--- config.mk ---
export PLATFORM = sky130hd
export DESIGN_NAME = button_events
export DESIGN_NICKNAME = d
export VERILOG_FILES = /design/src/rtl/button_events.sv
export SDC_FILE = /design/constraint.sdc
export NUM_CORES = 1
export LEC_CHECK = 0
export ABC_AREA = 1
export CAP_MARGIN = 20
export CORE_ASPECT_RATIO = 1.5
export CORE_MARGIN = 1
export CORE_UTILIZATION = 52
export DETAILED_ROUTE_END_ITERATION = 6
export GPL_TIMING_DRIVEN = 0
export PLACE_DENSITY = 0.72
export SLEW_MARGIN = 20
export SYNTH_ARGS = -nofsm -noshare
export SYNTH_HDL_FRONTEND = slang
export SYNTH_SLANG_ARGS = --single-unit
--- constraint.sdc ---
create_clock -name clk -period 2.2 [get_ports clk]
set_input_delay 0.55 -clock clk [delete_from_list [all_inputs] [get_ports clk]]
set_output_delay 0.55 -clock clk [all_outputs]
set_load 0.005 [all_outputs]
--- src/rtl/button_events.sv ---
// -----------------------------------------------------------------------------
// button_events
//
// Press-pattern decoder placed after the input glitch filter. It takes the
// filtered level and its one-cycle rise/fall pulses and classifies every
// button interaction as a short press, a long press or a double click. Each
// interaction produces single-cycle event pulses, and two status levels are
// provided for firmware and LED logic. All timing runs on a prescaled tick, so
// millisecond-range human timings work at any system clock frequency.
//
// Parameters
//   TICK_DIV   : clock cycles per tick (>= 1)
//   LONG_TICKS : ticks a press must last to count as long (>= 1, < 2^TW)
//   DBL_TICKS  : max ticks from first release to second press (>= 1, < 2^TW)
//   TW         : tick counter width
//   ACTIVE_LOW : 1 -> press = btn_fall, release = btn_rise; 0 -> swapped
//
// Ports
//   clk        in  : system clock
//   rst_n      in  : asynchronous active-low reset
//   btn_val    in  : filtered button level (not needed for decoding)
//   btn_rise   in  : one-cycle rising-edge pulse from the filter
//   btn_fall   in  : one-cycle falling-edge pulse from the filter
//   evt_short  out : one-cycle pulse, short press
//   evt_long   out : one-cycle pulse, long-press threshold reached
//   evt_double out : one-cycle pulse, double click
//   held       out : high while a long press is still held
//   busy       out : high whenever the decoder is not idle
// -----------------------------------------------------------------------------
module button_events #(
    parameter int TICK_DIV   = 1000,
    parameter int LONG_TICKS = 500,
    parameter int DBL_TICKS  = 250,
    parameter int TW         = 16,
    parameter int ACTIVE_LOW = 1
) (
    input  logic clk,
    input  logic rst_n,
    input  logic btn_val,
    input  logic btn_rise,
    input  logic btn_fall,
    output logic evt_short,
    output logic evt_long,
    output logic evt_double,
    output logic held,
    output logic busy
);

    localparam int PW = (TICK_DIV > 1) ? $clog2(TICK_DIV) : 1;

    localparam logic [PW-1:0] PRE_LAST  = PW'(TICK_DIV - 1);
    // Expiry is detected one cycle before tc would reach the threshold so the
    // registered event lands exactly T*TICK_DIV cycles after state entry.
    localparam logic [TW-1:0] LONG_LAST = TW'(LONG_TICKS - 1);
    localparam logic [TW-1:0] DBL_LAST  = TW'(DBL_TICKS - 1);

    typedef enum logic [2:0] {
        S_IDLE   = 3'd0,
        S_PRESS1 = 3'd1,
        S_WAIT2  = 3'd2,
        S_PRESS2 = 3'd3,
        S_LONG   = 3'd4
    } state_t;

    state_t          state_q;
    state_t          state_d;
    logic [PW-1:0]   pre_q;
    logic [TW-1:0]   tc_q;

    logic            both_edges;
    logic            press;
    logic            rel_e;
    logic            tick;
    logic            long_due;
    logic            dbl_due;
    logic            counting;
    logic            short_d;
    logic            long_d;
    logic            dbl_d;

    // The level input is only of interest to status consumers elsewhere.
    logic            unused_btn_val;
    assign unused_btn_val = btn_val;

    // Edge decode: a cycle carrying both pulses is ambiguous and is dropped.
    assign both_edges = btn_rise & btn_fall;
    assign press      = ((ACTIVE_LOW != 0) ? btn_fall : btn_rise) & ~both_edges;
    assign rel_e      = ((ACTIVE_LOW != 0) ? btn_rise : btn_fall) & ~both_edges;

    assign tick     = (pre_q == PRE_LAST);
    assign long_due = tick && (tc_q == LONG_LAST);
    assign dbl_due  = tick && (tc_q == DBL_LAST);

    // Only the three timed states run the tick counter; IDLE and LONG keep it
    // cleared, which also guarantees tc can never wrap.
    assign counting = (state_q == S_PRESS1) || (state_q == S_WAIT2) ||
                      (state_q == S_PRESS2);

    // Next-state and event decode. Edges are checked before expiry in every
    // state so a coincident edge always wins the race.
    always_comb begin
        state_d = state_q;
        short_d = 1'b0;
        long_d  = 1'b0;
        dbl_d   = 1'b0;
        case (state_q)
            S_IDLE: begin
                // A release here belongs to a press that started before reset.
                if (press) begin
                    state_d = S_PRESS1;
                end
            end
            S_PRESS1: begin
                if (rel_e) begin
                    state_d = S_WAIT2;
                end else if (long_due) begin
                    state_d = S_LONG;
                    long_d  = 1'b1;
                end
            end
            S_WAIT2: begin
                if (press) begin
                    state_d = S_PRESS2;
                end else if (dbl_due) begin
                    state_d = S_IDLE;
                    short_d = 1'b1;
                end
            end
            S_PRESS2: begin
                if (rel_e) begin
                    state_d = S_IDLE;
                    dbl_d   = 1'b1;
                end else if (long_due) begin
                    // First click was a short press; this one is long.
                    state_d = S_LONG;
                    short_d = 1'b1;
                    long_d  = 1'b1;
                end
            end
            S_LONG: begin
                if (rel_e) begin
                    state_d = S_IDLE;
                end
            end
            default: begin
                state_d = S_IDLE;
            end
        endcase
    end

    // State register and registered outputs.
    always_ff @(posedge clk or negedge rst_n) begin
        if (!rst_n) begin
            state_q    <= S_IDLE;
            evt_short  <= 1'b0;
            evt_long   <= 1'b0;
            evt_double <= 1'b0;
            held       <= 1'b0;
            busy       <= 1'b0;
        end else begin
            state_q    <= state_d;
            evt_short  <= short_d;
            evt_long   <= long_d;
            evt_double <= dbl_d;
            held       <= (state_d == S_LONG);
            busy       <= (state_d != S_IDLE);
        end
    end

    // Prescaler and tick counter; any state change restarts both so tc always
    // counts whole ticks since the current state was entered.
    always_ff @(posedge clk or negedge rst_n) begin
        if (!rst_n) begin
            pre_q <= '0;
            tc_q  <= '0;
        end else if ((state_d != state_q) || !counting) begin
            pre_q <= '0;
            tc_q  <= '0;
        end else if (tick) begin
            pre_q <= '0;
            tc_q  <= tc_q + TW'(1);
        end else begin
            pre_q <= pre_q + PW'(1);
        end
    end

endmodule

Word-level counts from Yosys, hierarchy flattened:

Index checks and enable logic that the tools add are counted.

* add/subtract/negate cells: 2
* eq/ne operators: 9
* muxes and demuxes: 20
* bitwise gates (word level): 4
* reduce and logical (&&, ||, !) cells: 10

Operators by type and width (count)
* $mux 16: 2
* $mux 3: 7
* $mux 10: 2
* $add 16x1->16 const B: 1
* $eq 16x8->1 const B: 1
* $eq 16x9->1 const B: 1
* $pmux 3 s5: 1
* $add 10x1->10 const B: 1
* $eq 10x10->1 const B: 1
* $mux 1: 7
* $eq 3x2->1 const B: 2
* $eq 3x3->1 const B: 2
* $and 1x1->1: 3
* $eq 3x1->1 const B: 1
* $logic_not 3->1: 1
* $logic_or 1x1->1: 3
* $ne 3x3->1: 1
* $reduce_bool 3->1: 1
* $logic_and 1x1->1: 2
* $pmux 1 s2: 1
* $reduce_bool 2->1: 1
* $reduce_or 2->1: 1
* $logic_not 1->1: 1
* $not 1->1: 1

* flip-flop bits (word level): 34
* input bits: 5
* output and inout port bits: 5
* word-level logic and storage cells: 53

Longest topological paths before layout:

Gate-level depths: netlist (run 1).

* depth in word-level cells: 8
* depth in mapped cells: 14
* mapped depth without buffers: 12

Worst setup path after synthesis (run 1):

OpenSTA, ideal clock, no wires.

* kind: register to register
* start: register pre_q[0]
* end: register tc_q[9]
* setup time: 0.120 ns
* data arrival time: 1.588 ns
* required time: 2.080 ns
* setup slack: 0.492 ns
* cell stages (with the launch flop): 15
* clock period less this slack: 1.708 ns
* cells stage by stage: dfrtp_1 -> ha_1 -> nand2_2 -> inv_2 -> nand2_1 -> nor2_2 -> nand2_2 -> buf_6 -> inv_6 -> nand3_2 -> nand2_2 -> nand3_2 -> nand2_4 -> buf_6 -> nor2_1

* cells in the longest elaborated chain, start to end: 8
* elaborated cells on any way between the ends: 13
* classes of those cells: eq/ne: 2; mux: 7; reduce/logical: 4

Ends and longest elaborated chain
* start, declared: line 67 `logic [PW-1:0] pre_q;`
* start signal, assigned: line 183 `pre_q <= pre_q + PW'(1);`
* $eq 10x10->1 *: line 90 `assign tick = (pre_q == PRE_LAST);`
* $logic_and 1x1->1, on equally long branches: line 91, 92
* $mux 3, on equally long branches: line 116, 133, 124
* $mux 3, on equally long branches: line 130, 114, 122
* $pmux 3 s5: line 106 `case (state_q)`
* $ne 3x3->1: line 176 `end else if ((state_d != state_q) || !counting) begin`
* $logic_or 1x1->1: line 176
* $mux 16 or $reduce_bool 2->1 (tied branches)
* end signal, assigned: line 181 `tc_q <= tc_q + TW'(1);`
* end, declared: line 68 `logic [TW-1:0] tc_q;`

Mark *: on every way between the ends. The rest lies on a longest branch, timed or not.
A chain may end at the register's enable or synchronous reset.

Final worst setup path (run 1):

* start: input btn_rise
* end: register tc_q[6]

* cells in the longest elaborated chain, start to end: 8
* elaborated cells on any way between the ends: 14
* classes of those cells: eq/ne: 1; mux: 7; bitwise: 4; reduce/logical: 2

Ends and longest elaborated chain
* start, declared: line 40 `input logic btn_rise,`
* $and 1x1->1: line 86 `assign both_edges = btn_rise & btn_fall;`
* $not 1->1: line 87, 88
* $and 1x1->1, on equally long branches: line 88, 87
* $mux 3, on equally long branches
* $pmux 3 s5 *: line 106
* $ne 3x3->1 *: line 176
* $logic_or 1x1->1 *: line 176
* $mux 16 or $reduce_bool 2->1 (tied branches)

Marks and branches as above.

==> results of run 1 <==
[layer usage]
layer  up-vias  part of all wire
met4         0             0.043
met2        32              0.52
li1        852                 -
met5         -                 0
met1       761              0.41
met3        12             0.030
[state kept, by name (all words and copies together) (netlist names)]
name	cells
tc_q	16
evt_long	1
busy	1
held	1
pre_q	10
state_q	3
evt_short	1
evt_double	1
[synthesized netlist by cell type, drive strengths merged]
master	instances	area, sq um
nand2	57	229
xor2	14	123
or2	2	12.5
o21ai	3	15.0
nand3	15	85.1
xnor2	2	17.5
o21bai	1	7.51
buf	4	38.8
inv	43	166
nor4	1	6.26
o211ai	2	15.0
nand4	10	62.6
dfrtp	34	851
ha	3	37.5
nor3	8	40.0
nor2	66	258
nand3b	2	15.0
[final timing paths]
kind,slack (ns),endpoint,startpoint
setup / recovery,0.25,tc_q[6],btn_rise
hold / removal,0.19,pre_q[6],rst_n
setup reg to reg,0.26,tc_q[6],pre_q[0]
hold reg to reg,0.55,pre_q[0],pre_q[0]
max in group asynchronous,1.58,tc_q[14],rst_n
min in group clk,0.55,pre_q[0],pre_q[0]
[logic make-up after synthesis]
| kind of cell | Yosys count | synth area share |
|---|---|---|
| simple gates | 161 | 0.358 |
| fa+ha+maj | 3 | 0.0190 |
| buf+inv | 47 | 0.104 |
| xor+xnor | 16 | 0.0708 |
| flops | 34 | 0.430 |
| compound gates | 6 | 0.0190 |
[through the flow]
stage	area, sq um	util	setup TNS [ns]
2_1_floorplan	1980	-	0
3_3_place_gp	2110	0.579	-5.27
5_1_grt	2230	0.610	0
3_5_place_dp	2140	0.585	-0.806
6_report	2230	0.610	0
4_1_cts	2230	0.610	0
[critical path, cell delays in order]
cell and delay [ns]:
clkdlybuf4s50_1 0.50, nand2_1 0.10, nand2_1 0.10, inv_1 0.05, or2_2 0.26, nand2_1 0.12, nand3_2 0.10, nand2_4 0.14
buf_6 0.16, nor2_1 0.05
[final cells by class]
| type | instances | share of cell area |
|---|---|---|
| timing repair buffer | 9 | 0.0461 |
| buffer | 4 | 0.0174 |
| sequential | 34 | 0.382 |
| tap | 43 | 0.0242 |
| clock buffer | 7 | 0.0388 |
| inverter | 43 | 0.0747 |
| multi-input combinational | 186 | 0.415 |
| clock inverter | 1 | 0.00225 |
[power groups by stage]
stage               sequential [mW]  combinational, mW  clock, mW
CTS                           0.689              0.326      0.490
floorplan                     0.698              0.224          0
finish                        0.689              0.321      0.470
detailed placement            0.700              0.325          0
global placement              0.699              0.308          0
global route                  0.694              0.361      0.515
==> impl_metrics.json, run 1 <==
{
  "outcome": "completed",
  "worst_pin_slew_ns": 0.419,
  "dr.pass1.iters": 4,
  "final_cell_mix": "62 x nor2_1, 53 x nand2_1, 41 x inv_1",
  "hold_class": "primary input to asynchronous set/reset pin",
  "critPathLaunchType": "primary input",
  "port_buffers": 8,
  "layout-drive-gt1-share": 0.0951,
  "leakage_nw": 1.04,
  "setup_slack_ns": 0.247,
  "post-dp-hpwl_um": 2930,
  "gp_congestion": 0.868,
  "clkTransAtPathRegs_ns": 0.07,
  "routedWlPerCell_um": 11.5,
  "vias_per_cell": 5.07,
  "ant_nets": 0,
  "post_cts_resized": 0,
  "final_cells": 327,
  "clockRootBuffer": "clkbuf_8",
  "grtUsageMet2": 0.376,
  "grt.busiest_layer": "met2",
  "required_ns": 2.37,
  "dieArea_sq_um": 4060,
  "powerDensity_nw_per_um2": 664,
  "drtIter0Drc": 42,
  "final_common_cell": "nor2_1",
  "wl_um": 3770,
  "p_comb_frac": 0.217,
  "power_mw": 1.48,
  "ys_seq_area_frac": 0.430,
  "final_max_slew_viol_count": 0,
  "drc": 0,
  "ys_ff_latch": 34,
  "skew_ns": 0.00724,
  "power_frac_seq": 0.465,
  "endpoint_kind": "register",
  "rsz0062_at_grt": "no",
  "yosysWarningCount": 0,
  "rows": 27,
  "initial_core_util": 0.543,
  "dpl_worst_slack_ns": -0.0473,
  "setup_violations": 0,
  "cts_max_level": 2,
  "multi_input_area_sq_um": 923,
  "p_switching_mw": 0.439,
  "syn_inst": 267,
  "p_sw_frac": 0.297,
  "cap_violations": 0,
  "regArea_sq_um": 851,
  "holdWs_ns": 0.186,
  "postCtsHoldBufs": 0,
  "io_pins": 10,
  "max-slew-margin-rel": 0.721,
  "clockPowerShare": 0.318,
  "syn-cell-area_sq_um": 1980,
  "reg2reg_depth": 14,
  "grt_pass1_vias": 1587,
  "core_area_sq_um": 3650,
  "cts_buffers": 5,
  "p_int_mw": 1.04,
  "finalHoldViolCount": 0,
  "syn_avg_cell_area_sq_um": 7.41,
  "antenna_found_initial": 0,
  "fin_crit_sh": 0.888,
  "min_period_ns": 1.95,
  "arrival_ns": 2.13,
  "grt_pass1_wl_um": 6510,
  "peakVddDrop_uv": 671,
  "syn_nets": 275,
  "cts.sinks": 34,
  "ys_types": 24,
  "path_class": "primary input to register",
  "cts_setup_buffers": 0,
  "vias": 1657,
  "place_inst": 319,
  "num_antenna_cells": 0,
  "grt_max_degree": 19,
  "area_delta_synth_final_pct": 12.5,
  "grtUsageMet1": 0.224,
  "cts_max_path_buffers": 2,
  "use_met3": 0.0529,
  "nFillCells": 350,
  "clk_latency_ns": 0.29,
  "grt_usage": 0.220,
  "die_h_um": 77.6,
  "chipWidth_um": 52.4,
  "cts_tree": "built",
  "grt_overflow": 0,
  "fin_nets": 291,
  "worstPathMaxFanout": 10,
  "max_freq_ghz": 0.512
}
No activity file was read; power rests on OpenSTA's default activity.
==> run 2: changes to the inputs <==
--- a/config.mk
+++ b/config.mk
@@ -11,7 +11,7 @@
 export CORE_MARGIN = 1
 export CORE_UTILIZATION = 52
 export DETAILED_ROUTE_END_ITERATION = 6
-export GPL_TIMING_DRIVEN = 0
+export GPL_TIMING_DRIVEN = 1
 export PLACE_DENSITY = 0.72
 export SLEW_MARGIN = 20
 export SYNTH_ARGS = -nofsm -noshare
==> impl_metrics.json, run 2 (synthesis gave the netlist of run 1 again) <==
{
  "min_path_cells": 2,
  "dieArea_sq_um": 4060,
  "fin_crit_sh": 0.896,
  "skew_ns": 0.00556,
  "grt_max_degree": 35,
  "final_cells": 328,
  "initial_core_util": 0.543,
  "cts_max_path_buffers": 2,
  "vias_per_cell": 5.01,
  "hold_class": "register to register",
  "routedWlPerCell_um": 11.8,
  "grt_usage": 0.231,
  "vias": 1642,
  "chipWidth_um": 52.4,
  "grt_overflow": 0,
  "top_register": "tc_q",
  "grt_pass1_vias": 1646,
  "rows": 27,
  "largestRegisters": "tc_q (16), pre_q (10), state_q (3)",
  "max_freq_ghz": 0.507,
  "endpoint_kind": "register",
  "clockRootBuffer": "clkbuf_8",
  "port_buffers": 8,
  "fin_tns_setup_ns": 0,
  "max-slew-margin-rel": 0.715,
  "peakVddDrop_uv": 911,
  "gp_congestion": 0.873,
  "core_area_sq_um": 3650,
  "worst_pin_slew_ns": 0.427,
  "final_common_cell": "nor2_1",
  "grt_pass1_wl_um": 6960,
  "min_to": "pre_q[0]",
  "io_pins": 10,
  "postCtsHoldBufs": 0,
  "path_class": "register to register",
  "rsz0062_at_grt": "no",
  "dr.pass1.iters": 4,
  "cap_violations": 0,
  "clockPowerShare": 0.347,
  "largest_reg_flops": 16,
  "outcome": "completed",
  "cts.sinks": 34,
  "p_comb_frac": 0.227,
  "layout-drive-gt1-share": 0.102,
  "reg2reg_depth": 13,
  "clkTransAtPathRegs_ns": 0.07,
  "final_cell_mix": "61 x nor2_1, 53 x nand2_1, 41 x inv_1",
  "post-dp-hpwl_um": 2790,
  "timing.rr.start": "pre_q[0]",
  "p_int_mw": 1.16,
  "power_frac_seq": 0.426,
  "powerDensity_nw_per_um2": 718,
  "ant_nets": 0,
  "antenna_found_initial": 0,
  "place_inst": 320,
  "fin_nets": 292,
  "cts_buffers": 5,
  "min_period_ns": 1.97,
  "num_antenna_cells": 0,
  "finalHoldViolCount": 0,
  "nFillCells": 358,
  "p_sw_frac": 0.285,
  "die_h_um": 77.6,
  "min-delay-start": "pre_q[0]",
  "cts_tree": "built",
  "worstPathMaxFanout": 14,
  "drtIter0Drc": 44,
  "leakage_nw": 1.07,
  "arrival_ns": 2.15,
  "required_ns": 2.38,
  "area_delta_synth_final_pct": 14.2,
  "rrSetupSlack_ns": 0.23,
  "cts_setup_buffers": 0,
  "final_max_slew_viol_count": 0,
  "r2r-end": "tc_q[3]",
  "critPathLaunchType": "register",
  "wl_um": 3860,
  "drc": 0,
  "setup_violations": 0,
  "clk_latency_ns": 0.29,
  "cts_max_level": 2,
  "p_switching_mw": 0.463
}
==> run 2: cell types whose count changed in the layout (fill, tap and decap cells not counted), moves of 2 or more <==
cell / before / now
buf_4: 0 / 4
buf_6: 3 / 0
buf_12: 0 / 2
buf_2: 2 / 0
==> run 2: timing repair <==
action,4_1_cts,5_1_grt
gates resized for setup,0,2
setup endpoints to repair,0,26
hold endpoints to repair,0,0
==> run 2: worst max-delay path, cell delays in order (launching register included) <==
cell and delay (ns):
dfrtp_1 0.39, ha_1 0.23, nand2_2 0.08, inv_2 0.07, nand2_1 0.06, nor2_2 0.15, nand2_4 0.12, nor2_1 0.17
nand2_1 0.12, nand3b_1 0.10, nor2_1 0.07, nand2_4 0.10, buf_12 0.14, nor2_1 0.04
==> run 2: power groups by stage <==
stage	clock, mW	sequential [mW]	combinational (mW)
floorplan	0	0.698	0.224
global placement	0	0.700	0.363
detailed placement	0	0.703	0.372
CTS	0.575	0.690	0.373
global route	0.608	0.696	0.416
finish	0.564	0.691	0.369
==> run 2: layer usage <==
layer / part of all wire / track usage / vias to the layer above / wire [um]
li1: - / - / 848 / -
met1: 0.41 / 0.263 / 765 / 1600
met2: 0.53 / 0.387 / 21 / 2040
met3: 0.031 / 0.0706 / 8 / 120
met4: 0.024 / 0.0947 / 0 / 93
met5: 0 / 0 / - / 0
==> run 2: how the worst max path moves through the flow <==
stage	from	to	slack, ns	depth (start not counted)
3_5_place_dp	btn_rise	pre_q[7]	0.06	10
6_report	pre_q[0]	tc_q[3]	0.23	13
4_1_cts	pre_q[0]	pre_q[7]	0.13	13
2_1_floorplan	pre_q[0]	tc_q[9]	0.49	14
3_3_place_gp	btn_rise	pre_q[7]	0.08	10
5_1_grt	pre_q[0]	tc_q[5]	0.02	13
==> run 2: metrics by stage <==
stage | util | total power [mW] | area [sq um] | setup slack [ns] | hold WS (ns)
2_1_floorplan | - | 0.923 | 1980 | 0.492 | 0.254
3_3_place_gp | 0.588 | 1.06 | 2140 | 0.0801 | 0.533
3_5_place_dp | 0.588 | 1.07 | 2140 | 0.0584 | 0.556
4_1_cts | 0.618 | 1.64 | 2250 | 0.133 | 0.566
5_1_grt | 0.620 | 1.72 | 2260 | 0.0154 | 0.592
6_report | 0.620 | 1.62 | 2260 | 0.229 | 0.574
==> run 2: area by class of cell <==
type                    count  area (sq um)  area share
clock buffers               5          68.8      0.0304
clock inverters             3          40.0      0.0177
inverters                  43           166      0.0736
multi-input cells         186           931       0.412
flip-flops and latches     34           851       0.376
well taps                  43          53.8      0.0238
repair buffers             14           150      0.0664
==> run 3: changes to the inputs <==
--- a/config.mk
+++ b/config.mk
@@ -7,12 +7,14 @@
 export LEC_CHECK = 0
 export ABC_AREA = 1
 export CAP_MARGIN = 20
+export CELL_PAD_IN_SITES_DETAIL_PLACEMENT = 0
+export CELL_PAD_IN_SITES_GLOBAL_PLACEMENT = 1
 export CORE_ASPECT_RATIO = 1.5
 export CORE_MARGIN = 1
-export CORE_UTILIZATION = 52
+export CORE_UTILIZATION = 44
 export DETAILED_ROUTE_END_ITERATION = 6
 export GPL_TIMING_DRIVEN = 1
-export PLACE_DENSITY = 0.72
+export PLACE_DENSITY = 0.8
 export SLEW_MARGIN = 20
 export SYNTH_ARGS = -nofsm -noshare
 export SYNTH_HDL_FRONTEND = slang
==> impl_metrics.json, run 3 (synthesis gave the netlist of run 1 again) <==
{
  "gp_congestion": 0.796,
  "port_buffers": 8,
  "finalHoldViolCount": 0,
  "fin_tns_setup_ns": 0,
  "final_common_cell": "nor2_1",
  "grt_max_degree": 35,
  "routedWlPerCell_um": 11.8,
  "clk_latency_ns": 0.28,
  "initial_core_util": 0.462,
  "ant_nets": 0,
  "cts_max_path_buffers": 2,
  "holdWs_ns": 0.341,
  "p_comb_frac": 0.244,
  "hold_class": "primary input to asynchronous set/reset pin",
  "final_cells": 331,
  "power_mw": 1.48,
  "largest_reg_flops": 16,
  "grt_pass1_vias": 1604,
  "critPathLaunchType": "register",
  "clockRootBuffer": "clkbuf_8",
  "p_switching_mw": 0.436,
  "core_area_sq_um": 4280,
  "post_cts_resized": 0,
  "worst_pin_slew_ns": 0.772,
  "post_dp_cell_area_sq_um": 2140,
  "p_int_mw": 1.04,
  "arrival_ns": 2.13,
  "dr.pass1.iters": 4,
  "antenna_found_initial": 0,
  "cts.sinks": 34,
  "nFillCells": 459,
  "largestRegisters": "tc_q (16), pre_q (10), state_q (3)",
  "skew_ns": 0.00406,
  "vias_per_cell": 4.88,
  "setup_slack_ns": 0.282,
  "min_period_ns": 1.92,
  "drtIter0Drc": 34,
  "dpl_worst_slack_ns": 0.0719,
  "post-route-cell-area_sq_um": 2210,
  "final_util": 0.517,
  "setup_violations": 0,
  "io_pins": 10,
  "rsz0062_at_grt": "no",
  "p_sw_frac": 0.295,
  "final_max_slew_viol_count": 0,
  "max_freq_ghz": 0.521,
  "worstPathMaxFanout": 15,
  "clkTransAtPathRegs_ns": 0.07,
  "endpoint_kind": "register",
  "wl_um": 3900,
  "drc": 0,
  "place_inst": 324,
  "max-slew-margin-rel": 0.486,
  "leakage_nw": 1.03,
  "powerDensity_nw_per_um2": 667,
  "cap_violations": 0,
  "cts_tree": "built",
  "rows": 29,
  "final_cell_mix": "62 x nor2_1, 53 x nand2_1, 41 x inv_1",
  "clockPowerShare": 0.290,
  "postCtsHoldBufs": 0,
  "die_h_um": 84.1,
  "fin_crit_sh": 0.872,
  "cts_setup_buffers": 0,
  "top_register": "tc_q",
  "dieArea_sq_um": 4780,
  "grt_usage": 0.191,
  "power_frac_seq": 0.467,
  "num_antenna_cells": 0,
  "layout-drive-gt1-share": 0.0947,
  "vias": 1614,
  "required_ns": 2.42,
  "cts_max_level": 2,
  "outcome": "completed",
  "area_delta_synth_final_pct": 11.9,
  "fin_nets": 293,
  "peakVddDrop_uv": 442,
  "post-dp-hpwl_um": 2930,
  "grt_pass1_wl_um": 7000,
  "cts_buffers": 5,
  "path_class": "register to register",
  "chipWidth_um": 56.8,
  "grt_overflow": 0
}
-- run 3: cell type report --
cell class / count / area, sq um / area share
flip-flops and latches: 34 / 851 / 0.384
multi-input cells: 186 / 923 / 0.417
inverters: 43 / 166 / 0.0751
clock buffers: 7 / 76.3 / 0.0345
well taps: 46 / 57.6 / 0.0260
repair buffers: 15 / 140 / 0.0633
-- run 3: path summary, 6_finish.rpt --
check                           slack [ns]       end      from  cells after the start
worst max register to register        0.28   tc_q[1]  pre_q[0]                     13
worst max-delay path                  0.28   tc_q[1]  pre_q[0]                     13
worst min register to register        0.54  pre_q[0]  pre_q[0]                      2
worst min-delay path                  0.34   tc_q[3]     rst_n                      1
min in group clk                      0.54  pre_q[0]  pre_q[0]                      2
max in group asynchronous             1.37      held     rst_n                      1
-- run 3: worst max-delay path, cell delays in order, from the launching register on --
cell and delay (ns):
dfrtp_1 0.39, ha_1 0.24, nand2_2 0.09, inv_2 0.04
nand2_1 0.08, nor2_2 0.05, nand2_2 0.13, nor2_1 0.09
nor2_1 0.14, nor2_1 0.06, nor2_1 0.19, nand2_4 0.10
buf_12 0.16, nor2_1 0.09
-- run 3: metal layers --
metal | vias up | track usage | share of wire
met3 | 7 | 0.0370 | 0.019
met2 | 13 | 0.334 | 0.51
met4 | 0 | 0.0798 | 0.020
met5 | - | 0 | 0
met1 | 741 | 0.226 | 0.45
li1 | 853 | - | -
-- run 3: power groups by stage --
stage	registers (mW)	clock network [mW]	logic, mW
global placement	0.702	0	0.362
CTS	0.690	0.443	0.368
global route	0.694	0.468	0.398
finish	0.689	0.428	0.360
detailed placement	0.702	0	0.365
floorplan	0.698	0	0.224
